### config.mk
export PLATFORM = sky130hd
export DESIGN_NAME = pwm_cfg_sequencer
export DESIGN_NICKNAME = d
export VERILOG_FILES = /design/src/rtl/pwm_pkg.sv /design/src/rtl/pwm_seq_timer.sv /design/src/rtl/pwm_cfg_sequencer.sv
export SDC_FILE = /design/constraint.sdc
export NUM_CORES = 1
export LEC_CHECK = 0
export CAP_MARGIN = 20
export CORE_MARGIN = 2
export CORE_UTILIZATION = 55
export DETAILED_ROUTE_END_ITERATION = 12
export PLACE_DENSITY_LB_ADDON = 0.05
export SLEW_MARGIN = 10
export SYNTH_ARGS = -nofsm -noshare
export SYNTH_HDL_FRONTEND = slang
export SYNTH_SLANG_ARGS = --single-unit
export TNS_END_PERCENT = 50
### constraint.sdc
create_clock -name clk -period 4.2 [get_ports clk]
set_input_delay 1.05 -clock clk [delete_from_list [all_inputs] [get_ports clk]]
set_output_delay 1.05 -clock clk [all_outputs]
set_load 0.02 [all_outputs]
### src/rtl/pwm_pkg.sv
// Shared definitions for the PWM configuration sequencer: register map,
// sequencer state encoding and the order in which registers are written.
package pwm_pkg;

    localparam logic [3:0] ADDR_CTRL     = 4'h0;
    localparam logic [3:0] ADDR_PERIOD   = 4'h4;
    localparam logic [3:0] ADDR_DUTY1    = 4'h8;
    localparam logic [3:0] ADDR_DUTY2    = 4'hC;
    localparam logic [3:0] ADDR_DEADTIME = 4'hD;
    localparam logic [3:0] ADDR_PRESC    = 4'hE;

    localparam logic [2:0] LAST_WR_IDX = 3'd4;

    typedef enum logic [2:0] {
        S_IDLE,
        S_LATCH,
        S_WAIT_EVT,
        S_WRITE,
        S_DONE
    } seq_state_t;

    // Prescaler goes first so the new period is counted with the new tick rate.
    function automatic logic [3:0] wr_order_addr(input logic [2:0] idx);
        case (idx)
            3'd0:    wr_order_addr = ADDR_PRESC;
            3'd1:    wr_order_addr = ADDR_PERIOD;
            3'd2:    wr_order_addr = ADDR_DUTY1;
            3'd3:    wr_order_addr = ADDR_DUTY2;
            default: wr_order_addr = ADDR_DEADTIME;
        endcase
    endfunction

endpackage

### src/rtl/pwm_seq_timer.sv
// Loadable up-counter with terminal-count flag, used to bound the wait for
// the PWM period-boundary event. Holds at terminal count.
module pwm_seq_timer #(
    parameter int unsigned TIMEOUT_CYC = 1024
) (
    input  logic clk,
    input  logic rst_n,
    input  logic load,
    input  logic en,
    output logic tc
);

    localparam int unsigned CW = (TIMEOUT_CYC > 1) ? $clog2(TIMEOUT_CYC) : 1;

    logic [CW-1:0] count;

    assign tc = (count == CW'(TIMEOUT_CYC - 1));

    // Count register: load clears, enable advances until terminal count.
    always_ff @(posedge clk or negedge rst_n) begin
        if (!rst_n) begin
            count <= '0;
        end else if (load) begin
            count <= '0;
        end else if (en && !tc) begin
            count <= count + 1'b1;
        end
    end

endmodule

### src/rtl/pwm_cfg_sequencer.sv
// Atomic PWM register-block reconfiguration sequencer.
// Optional feature macro: PWM_SEQ_READBACK_EN (read back and verify each write).
module pwm_cfg_sequencer
    import pwm_pkg::*;
#(
    parameter int unsigned WIDTH       = 16,
    parameter int unsigned TIMEOUT_CYC = 1024
) (
    input  logic             clk,
    input  logic             rst_n,
    input  logic             start,
    input  logic             sync_en,
    input  logic [WIDTH-1:0] cfg_period,
    input  logic [WIDTH-1:0] cfg_duty1,
    input  logic [WIDTH-1:0] cfg_duty2,
    input  logic [WIDTH-1:0] cfg_deadtime,
    input  logic [WIDTH-1:0] cfg_prescaler,
    input  logic             upd_evt,
    output logic             reg_wr_en,
    output logic             reg_rd_en,
    output logic [3:0]       reg_addr,
    output logic [WIDTH-1:0] reg_wr_data,
    input  logic [WIDTH-1:0] reg_rd_data,
    output logic             busy,
    output logic             done,
    output logic             err_timeout,
    output logic             err_clamp
`ifdef PWM_SEQ_READBACK_EN
    ,
    output logic             err_readback
`endif
);

    seq_state_t       state, state_next;
    logic [2:0]       idx;
    logic             sync_q;
    logic             start_acc;
    logic             tmr_tc;
    logic             advance;
    logic [WIDTH-1:0] sh_period, sh_duty1, sh_duty2, sh_deadtime, sh_presc;
    logic [WIDTH-1:0] shadow_sel;
    logic             err_timeout_q, err_clamp_q;

`ifdef PWM_SEQ_READBACK_EN
    logic rd_phase;
    logic err_readback_q;
    assign advance      = rd_phase;
    assign err_readback = err_readback_q;
`else
    logic rd_phase;
    logic unused_rd_data;
    assign rd_phase       = 1'b0;
    assign advance        = 1'b1;
    assign unused_rd_data = ^reg_rd_data;
`endif

    assign start_acc = (state == S_IDLE) && start;

    // Timer runs from the latch cycle so the wait window closes TIMEOUT_CYC
    // cycles after the latch cycle begins.
    pwm_seq_timer #(.TIMEOUT_CYC(TIMEOUT_CYC)) u_timer (
        .clk   (clk),
        .rst_n (rst_n),
        .load  (start_acc),
        .en    ((state == S_LATCH) || (state == S_WAIT_EVT)),
        .tc    (tmr_tc)
    );

    // State register.
    always_ff @(posedge clk or negedge rst_n) begin
        if (!rst_n) state <= S_IDLE;
        else        state <= state_next;
    end

    // Next-state logic and Moore outputs.
    always_comb begin
        state_next  = state;
        busy        = (state != S_IDLE);
        done        = (state == S_DONE);
        reg_wr_en   = 1'b0;
        reg_rd_en   = 1'b0;
        reg_addr    = '0;
        reg_wr_data = '0;
        case (state)
            S_IDLE:     if (start) state_next = S_LATCH;
            S_LATCH:    state_next = sync_q ? S_WAIT_EVT : S_WRITE;
            S_WAIT_EVT: begin
                if (upd_evt)     state_next = S_WRITE;
                else if (tmr_tc) state_next = S_IDLE;
            end
            S_WRITE: begin
                reg_wr_en   = !rd_phase;
                reg_rd_en   = rd_phase;
                reg_addr    = wr_order_addr(idx);
                reg_wr_data = shadow_sel;
                if (advance && (idx == LAST_WR_IDX)) state_next = S_DONE;
            end
            S_DONE:     state_next = S_IDLE;
            default:    state_next = S_IDLE;
        endcase
    end

    // Shadow value matching the current write index.
    always_comb begin
        case (idx)
            3'd0:    shadow_sel = sh_presc;
            3'd1:    shadow_sel = sh_period;
            3'd2:    shadow_sel = sh_duty1;
            3'd3:    shadow_sel = sh_duty2;
            default: shadow_sel = sh_deadtime;
        endcase
    end

    // Shadow capture with duty clamping, sticky error flags, write index.
    always_ff @(posedge clk or negedge rst_n) begin
        if (!rst_n) begin
            sync_q        <= 1'b0;
            sh_period     <= '0;
            sh_duty1      <= '0;
            sh_duty2      <= '0;
            sh_deadtime   <= '0;
            sh_presc      <= '0;
            err_timeout_q <= 1'b0;
            err_clamp_q   <= 1'b0;
            idx           <= '0;
        end else begin
            if (start_acc) begin
                sync_q        <= sync_en;
                err_timeout_q <= 1'b0;
                err_clamp_q   <= 1'b0;
            end
            if (state == S_LATCH) begin
                sh_period   <= cfg_period;
                sh_deadtime <= cfg_deadtime;
                sh_presc    <= cfg_prescaler;
                sh_duty1    <= (cfg_duty1 > cfg_period) ? cfg_period : cfg_duty1;
                sh_duty2    <= (cfg_duty2 > cfg_period) ? cfg_period : cfg_duty2;
                if ((cfg_duty1 > cfg_period) || (cfg_duty2 > cfg_period))
                    err_clamp_q <= 1'b1;
            end
            if ((state == S_WAIT_EVT) && !upd_evt && tmr_tc)
                err_timeout_q <= 1'b1;
            if (state != S_WRITE) idx <= '0;
            else if (advance)     idx <= idx + 3'd1;
        end
    end

`ifdef PWM_SEQ_READBACK_EN
    // Alternate write/read beats and flag any readback mismatch.
    always_ff @(posedge clk or negedge rst_n) begin
        if (!rst_n) begin
            rd_phase       <= 1'b0;
            err_readback_q <= 1'b0;
        end else begin
            rd_phase <= (state == S_WRITE) ? !rd_phase : 1'b0;
            if (start_acc)
                err_readback_q <= 1'b0;
            else if ((state == S_WRITE) && rd_phase && (reg_rd_data != shadow_sel))
                err_readback_q <= 1'b1;
        end
    end
`endif

    assign err_timeout = err_timeout_q;
    assign err_clamp   = err_clamp_q;

endmodule

==> impl_metrics.toml, run 1 <==
[global_routing]
grt_pass1_wl_um = 22200
met2_usage_pct = 47.4
antenna_found_initial = 0
grt.busiest_layer = "met2"
grt_usage_pct = 25.6
met1_usage_pct = 29.2
grt_use_met3_pct = 5.33
grt_max_degree = 115
grt_pass1_vias = 4630
grt_overflow = 0

[synth]
synth_top_area_share_pct = 44.6
synthTopCellsByArea = "dfrtp_1 45%, mux2_2 9.7%, ha_1 8.6%, mux2i_1 6.0%, a22oi_1 4.3%"
syn_nets = 666
yosysTopAreaCell = "dfrtp_1"
netlist_area_sq_um = 5550
async_flop_share_pct = 100
syn_inst = 527
synth_warnings = 0
synth.avg_cell_area_sq_um = 10.5
synth_edf_count = 0
yosysUniqueCellTypes = 45
synth_seq_cells = 99
ys.flop_type = "dfrtp_1"
yosysSeqAreaShare_pct = 44.6

[pwr]
swShare_pct = 37.6
power.ir.vdd_worst_uv = 594
p_seq_share_pct = 38.4
switchingPower_mw = 1.65
leakagePower_nw = 3.04
internal_power_mw = 2.75
pwr-share-comb_pct = 46.7
clock_power_share_pct = 14.9
power_density_nw_per_um2 = 629

[status]
status = "finished, final reports clean"

[layout]
post-route-cell-area_sq_um = 7000
n_antenna_cell = 0
area_delta_synth_final_pct = 26.1
nets = 767
drive_above_1_share_pct = 13.0

[run]
max-cap-violations = 0

[timing]
final_max_slew_viol_count = 0
grt_setup_unrepaired = "false"
setup_viol = 0
skew_ps = 10.5
fin_crit_ps = 3900
post-route-period-util_pct = 93.0
tightest_slew_ps = 1120
relSlewSlack_pct = 25.6
hold_viol_final = 0
tns_ps = 0
fmax_mhz = 256

[cts]
clock_path_buffers = 2
cts_buffers = 9
cts.sinks = 99
cts_tree = "yes"
cts_max_level = 3
cts_hold_buf = 0
clk_latency_ps = 360
cts_root_buf = "clkbuf_8"
cts_resized = 0
clkTransAtPathRegs_ps = 90
post-cts-setup-buffers = 2

[floorplanning]
io_pins = 127
die-area_sq_um = 10900
num_rows = 36
core_area_sq_um = 9770
die_w_um = 104
die_h_um = 104
start_util_pct = 56.8

[setup_path]
rr_worst_depth = 7
r2r-end = "u_timer.count[7]"
rr_startpoint = "u_timer.count[0]"
cp_data_required_time_ps = 3150
worst-setup-path-type = "register to output pin"
critPathMaxFanout = 19
rrSetupSlack_ps = 2050
cp.arrival_ps = 2850
cp-end-kind = "output pin"
start_kind = "register"

[detailed_routing]
routedWlPerCell_um = 17.5
routed_wl_um = 13400
avgViaCountPerCell = 5.76
first_pass_iters = 4
vias = 4403
drcViolationCount = 0
ant_nets = 0
dr.first_iter.drc_count = 177

[placed_design]
gp_congestion = 0.873
io_buffers = 109
placed_cell_area_sq_um = 6750
dpl.hpwl_um = 9840

[hold_path]
whs_path_depth = 2
min_to = "sync_q"
worstHoldStart = "sync_q"
hold_class = "register to register"
==> routing by layer <==
metal  routed length (um)  vias to the layer above  share of wire [%]
met3                  550                       28                4.1
met4                  369                        0                2.8
li1                     -                     2095                  -
met2                 7170                      112                 54
met1                 5300                     2168                 40
met5                    0                        -                  0
==> power by group through the flow <==
| stage | combinational (mW) | sequential (mW) | clock [mW] |
|---|---|---|---|
| floorplan | 1.46 | 1.60 | 0 |
| finish | 2.05 | 1.69 | 0.658 |
| global placement | 1.98 | 1.68 | 0 |
| detailed placement | 2.04 | 1.70 | 0 |
| CTS | 2.07 | 1.68 | 0.674 |
| global route | 2.26 | 1.74 | 0.717 |
==> metrics by stage <==
step,power [mW],cells,hold WS [ps],utilization (%),setup WS [ps]
2_1_floorplan,3.05,527,447,-,982
3_3_place_gp,3.66,747,473,69.1,56.9
3_5_place_dp,3.74,747,485,69.1,39.0
4_1_cts,4.43,764,506,71.5,272
5_1_grt,4.71,765,523,71.6,64.2
6_report,4.40,765,500,71.6,296
==> layout by cell type (no fill, tap or decap), types with 5 or more instances in the layout <==
master,n
a21oi_1,46
a22oi_1,32
a31oi_1,16
buf_4,10
clkbuf_8,10
clkdlybuf4s50_1,108
dfrtp_1,99
ha_1,38
inv_1,24
mux2_2,48
mux2i_1,33
nand2_1,34
nand3_1,6
nand4_1,6
nor2_1,51
nor2b_1,6
o21ai_0,6
xnor2_1,5
==> synth_stat cells, types with 5 or more instances <==
library cell	instances
nand3_1	6
clkbuf_1	22
xnor2_1	5
nor2_1	51
nand2_1	34
a31oi_1	16
o21ai_0	6
a22oi_1	32
mux2i_1	33
mux2_2	48
dfrtp_1	99
nor2b_1	7
inv_1	24
a21oi_1	46
ha_1	38
nand4_1	6
==> registers in the layout (all words and copies together), names as in the netlist <==
name,count
err_clamp,1
err_timeout,1
idx,3
sh_deadtime,16
sh_duty1,16
sh_duty2,16
sh_period,16
sh_presc,16
state,3
sync_q,1
u_timer.count,10
==> worst max-delay path: stages (launching register included) <==
cell and delay [ps]:
dfrtp_1 410, inv_1 80, ha_1 130, nor2b_2 740, a22oi_1 250, a31oi_1 240, clkdlybuf4s50_1 650
==> cell families (layout without fill, tap and decap cells) <==
logic type,after synthesis,count (layout),synth area share [%]
compound gates,117,117,13.6
xor+xnor,8,8,1.26
fa+ha+maj,38,38,8.57
buf+inv,56,161,5.07
flops,99,99,44.6
mux,81,81,15.7
other cells,1,1,0.0676
simple gates,127,127,11.1
==> worst max path at each step <==
stage	depth (start not counted)	endpoint	from	slack, ps
floorplan	7	reg_wr_data[10]	idx[0]	980
global placement	9	sh_duty2[1]	cfg_period[5]	60
finish	6	reg_wr_data[0]	idx[1]	300
CTS	6	reg_wr_data[14]	idx[1]	270
global route	6	reg_wr_data[14]	idx[1]	60
detailed placement	9	sh_duty2[1]	cfg_period[5]	40
==> final cells by class <==
class                   instances  area (sq um)
well taps                     133           166
multi-input cells             372          2820
inverters                      24          90.1
repair buffers                122          1230
fillers                       781          2780
flip-flops and latches         99          2480
clock buffers                  11           141
clock inverters                 4          75.1
(Power assumes the default switching activity.)
==> run 2: changes to the inputs <==
Settings changed: CTS_BUF_LIST from default to sky130_fd_sc_hd__clkbuf_4 sky130_fd_sc_hd__clkbuf_8.
==> impl_metrics.toml, run 2 (same netlist as run 1, synthesis figures left out) <==
[status]
status = "finished, final reports clean"

[timing]
tns_ps = 0
post-route-period-util_pct = 92.9
tightest_slew_ps = 1110
grt_setup_unrepaired = "false"
final_max_slew_viol_count = 0
hold_viol_final = 0
relSlewSlack_pct = 25.7
finalWorstSetupSlack_ps = 298
fmax_mhz = 256
skew_ps = 10.5
setup_viol = 0
fin_crit_ps = 3900

[floorplanning]
num_rows = 36
io_pins = 127
core_area_sq_um = 9770
die-area_sq_um = 10900
start_util_pct = 56.8
die_h_um = 104
die_w_um = 104

[setup_path]
cp.arrival_ps = 2850
worst-setup-path-type = "register to output pin"
start_kind = "register"
cp-end-kind = "output pin"
cp_data_required_time_ps = 3150
critPathMaxFanout = 19

[detailed_routing]
avgViaCountPerCell = 5.77
dr.first_iter.drc_count = 176
routed_wl_um = 13400
ant_nets = 0
vias = 4412
routedWlPerCell_um = 17.5
first_pass_iters = 4
drcViolationCount = 0

[placed_design]
dpl.hpwl_um = 9840
gp_congestion = 0.873
io_buffers = 109
place_ws_ps = 39.0

[pwr]
power.ir.vdd_worst_uv = 593
switchingPower_mw = 1.65
p_seq_share_pct = 38.3
power_density_nw_per_um2 = 629
clock_power_share_pct = 15.1
internal_power_mw = 2.75
pwr-share-comb_pct = 46.6
swShare_pct = 37.5
leakagePower_nw = 3.04

[cts]
cts_tree = "yes"
cts_max_level = 3
clock_path_buffers = 2
clk_latency_ps = 360
cts_root_buf = "clkbuf_8"
cts.sinks = 99
cts_buffers = 9
clkTransAtPathRegs_ps = 90

[global_routing]
grt_overflow = 0
grt_max_degree = 115
grt_pass1_wl_um = 22200
grt_usage_pct = 25.6
antenna_found_initial = 0
grt_pass1_vias = 4630

[hold_path]
hold_class = "register to register"

[layout]
n_antenna_cell = 0
area_delta_synth_final_pct = 26.2
nets = 767
final_cell_mix = "108 x clkdlybuf4s50_1, 99 x dfrtp_1, 51 x nor2_1"
final_common_cell = "clkdlybuf4s50_1"
n_fill_cell = 780
drive_above_1_share_pct = 13.1

[run]
max-cap-violations = 0
run 2: cell counts in the layout (fill, tap and decap cells not counted):
Identical to the previous run, type by type.
run 2: cell type report:
type	count	area (sq um)	share of cell area, %
Multi-Input combinational cell	372	2820	40.2
Timing Repair Buffer	122	1230	17.6
Clock inverter	4	75.1	1.07
Clock buffer	11	145	2.07
Inverter	24	90.1	1.29
Tap cell	133	166	2.38
Sequential cell	99	2480	35.4
run 2: path summary, 6_finish.rpt:
check	end	cells past startpoint	start	slack (ps)
hold / removal	sync_q	2	sync_q	500
setup reg to reg	u_timer.count[7]	7	u_timer.count[0]	2050
min in group asynchronous	sh_duty1[11]	2	rst_n	730
max in group asynchronous	sh_duty1[6]	2	rst_n	3060
setup / recovery	reg_wr_data[5]	6	idx[1]	300
hold reg to reg	sync_q	2	sync_q	500
run 2: repair_timing:
action                                  4_1_cts  5_1_grt
setup buffers                                 2        0
resized for setup                             0        0
hold buffers                                  0        0
endpoints found under the setup margin       16        0
run 2: routing by layer:
metal | global-route usage [%] | up-vias | share of wire (%)
met5 | 0 | - | 0
li1 | - | 2096 | -
met1 | 29.2 | 2181 | 40
met4 | 8.78 | 0 | 2.8
met3 | 5.33 | 28 | 4.0
met2 | 47.4 | 107 | 53
run 2: critical path, stage by stage (launching register included):
cell and delay (ps):
dfrtp_1 410, inv_1 80, ha_1 130, nor2b_2 740, a22oi_1 270, a31oi_1 240
clkdlybuf4s50_1 630
run 2: power by group through the flow:
stage,Sequential (mW),Clock [mW],Combinational (mW)
floorplan,1.60,0,1.46
finish,1.69,0.665,2.05
CTS,1.68,0.680,2.07
global placement,1.68,0,1.98
global route,1.74,0.723,2.26
detailed placement,1.70,0,2.04
run 2: stage by stage:
stage                     util (%)  hold slack [ps]  std cells  area (sq um)  power (mW)
final                         71.6              500        765          7000        4.41
after global routing          71.6              523        765          7000        4.72
after CTS                     71.5              506        764          6990        4.43
after detailed placement      69.1              485        747          6750        3.74
after global placement        69.1              473        747          6750        3.66
after floorplan                  -              447        527          5550        3.05
==> run 3: changes to the inputs <==
Settings changed: CORE_ASPECT_RATIO from default to 1.4.
==> impl_metrics.toml, run 3 (same netlist as run 1, synthesis figures left out) <==
[status]
status = "finished, final reports clean"

[timing]
hold_viol_final = 0
hold_ws_ps = 502
finalWorstSetupSlack_ps = 223
final_max_slew_viol_count = 0
setup_viol = 0
relSlewSlack_pct = 35.4
post-route-period-util_pct = 94.7
fmax_mhz = 251
tns_ps = 0
grt_setup_unrepaired = "false"
tightest_slew_ps = 970
fin_crit_ps = 3980
skew_ps = 16.2

[setup_path]
critPathMaxStageDelay_ps = 630
cp-end-kind = "output pin"
worst-setup-path-type = "register to output pin"
critPathMaxFanout = 11
cp_common_cell = "buf_4"
worstPathCellList = "inv_1, ha_1, nor2b_1, buf_4, nor4_4, buf_4, nand2_1, a31oi_1, clkdlybuf4s50_1"
start_kind = "register"
cp_data_required_time_ps = 3150
cpLargestDelayFamily = "buffers and inverters"
cpMaxStageDelayCell = "clkdlybuf4s50_1"
cp.arrival_ps = 2930
crit_buf_inv = 4

[floorplanning]
io_pins = 127
die-area_sq_um = 10900
core_area_sq_um = 9850
die_w_um = 88.9
die_h_um = 123
start_util_pct = 56.4
num_rows = 43

[cts]
cts_hold_buf = 0
post-cts-setup-buffers = 0
cts.sinks = 99
cts_max_level = 3
clkTransAtPathRegs_ps = 90
cts_root_buf = "clkbuf_8"
cts_resized = 0
cts_tree = "yes"
clk_latency_ps = 370
clock_path_buffers = 2
cts_buffers = 9

[detailed_routing]
routedWlPerCell_um = 17.2
drcViolationCount = 0
avgViaCountPerCell = 5.72
first_pass_iters = 5
vias = 4409
routed_wl_um = 13200
ant_nets = 0
dr.first_iter.drc_count = 304

[pwr]
power_density_nw_per_um2 = 625
finalPower_mw = 4.38
power.ir.vdd_worst_uv = 367
leakagePower_nw = 3.05

[placed_design]
gp_congestion = 0.851
place_ws_ps = 217
placed_cell_area_sq_um = 6790
dpl.hpwl_um = 9720
placed_cells = 755
io_buffers = 109

[layout]
n_antenna_cell = 0
multiInputGateArea_sq_um = 2820
final_common_cell = "clkdlybuf4s50_1"
post-route-cell-area_sq_um = 7000
final_core_util_pct = 71.1
n_fill_cell = 768
nets = 770
regArea_sq_um = 2480
area_delta_synth_final_pct = 26.1
final_cells = 771
final_cell_mix = "108 x clkdlybuf4s50_1, 99 x dfrtp_1, 51 x nor2_1"
drive_above_1_share_pct = 13.8

[global_routing]
grt_pass1_vias = 4515
grt_usage_pct = 25.4
grt_overflow = 0
grt_max_degree = 86
grt_pass1_wl_um = 21300
antenna_found_initial = 0

[hold_path]
hold_class = "register to register"

[run]
max-cap-violations = 0
==> run 3: cell count changes in the layout (fill, tap and decap cells not counted), sizes merged <==
cell	delta
buf	+3
bufinv	-1
clkbuf	+2
clkinv	+1
clkinvlp	-1
==> run 3: where the power goes <==
part	leakage, nW	internal, mW	total (mW)	switching (mW)
clock network	0.107	0.323	0.648	0.325
registers	1.16	1.40	1.69	0.284
logic	1.79	0.999	2.04	1.04
==> run 3: final cells by class <==
| cell class | instances | share of cell area, % |
|---|---|---|
| inverter | 24 | 1.29 |
| clock buffer | 13 | 2.38 |
| sequential | 99 | 35.4 |
| clock inverter | 3 | 0.662 |
| timing repair buffer | 125 | 17.6 |
| tap | 135 | 2.41 |
| multi-input combinational | 372 | 40.3 |
==> run 3: final timing paths <==
check | start | end | slack [ps] | depth (start not counted)
min in group asynchronous | rst_n | sync_q | 800 | 1
max in group asynchronous | rst_n | sh_deadtime[9] | 2600 | 2
worst min register to register | err_timeout | err_timeout | 500 | 1
worst max register to register | u_timer.count[0] | u_timer.count[9] | 2090 | 7
worst min-delay path | err_timeout | err_timeout | 500 | 1
worst max-delay path | idx[0] | reg_wr_data[4] | 220 | 9
==> run 3: layer usage <==
layer	global-route usage, %	vias up	share of wire, %
li1	-	2101	-
met1	32.3	2157	41
met2	42.3	133	52
met3	4.71	18	5.0
met4	10.3	0	1.9
met5	0	-	0
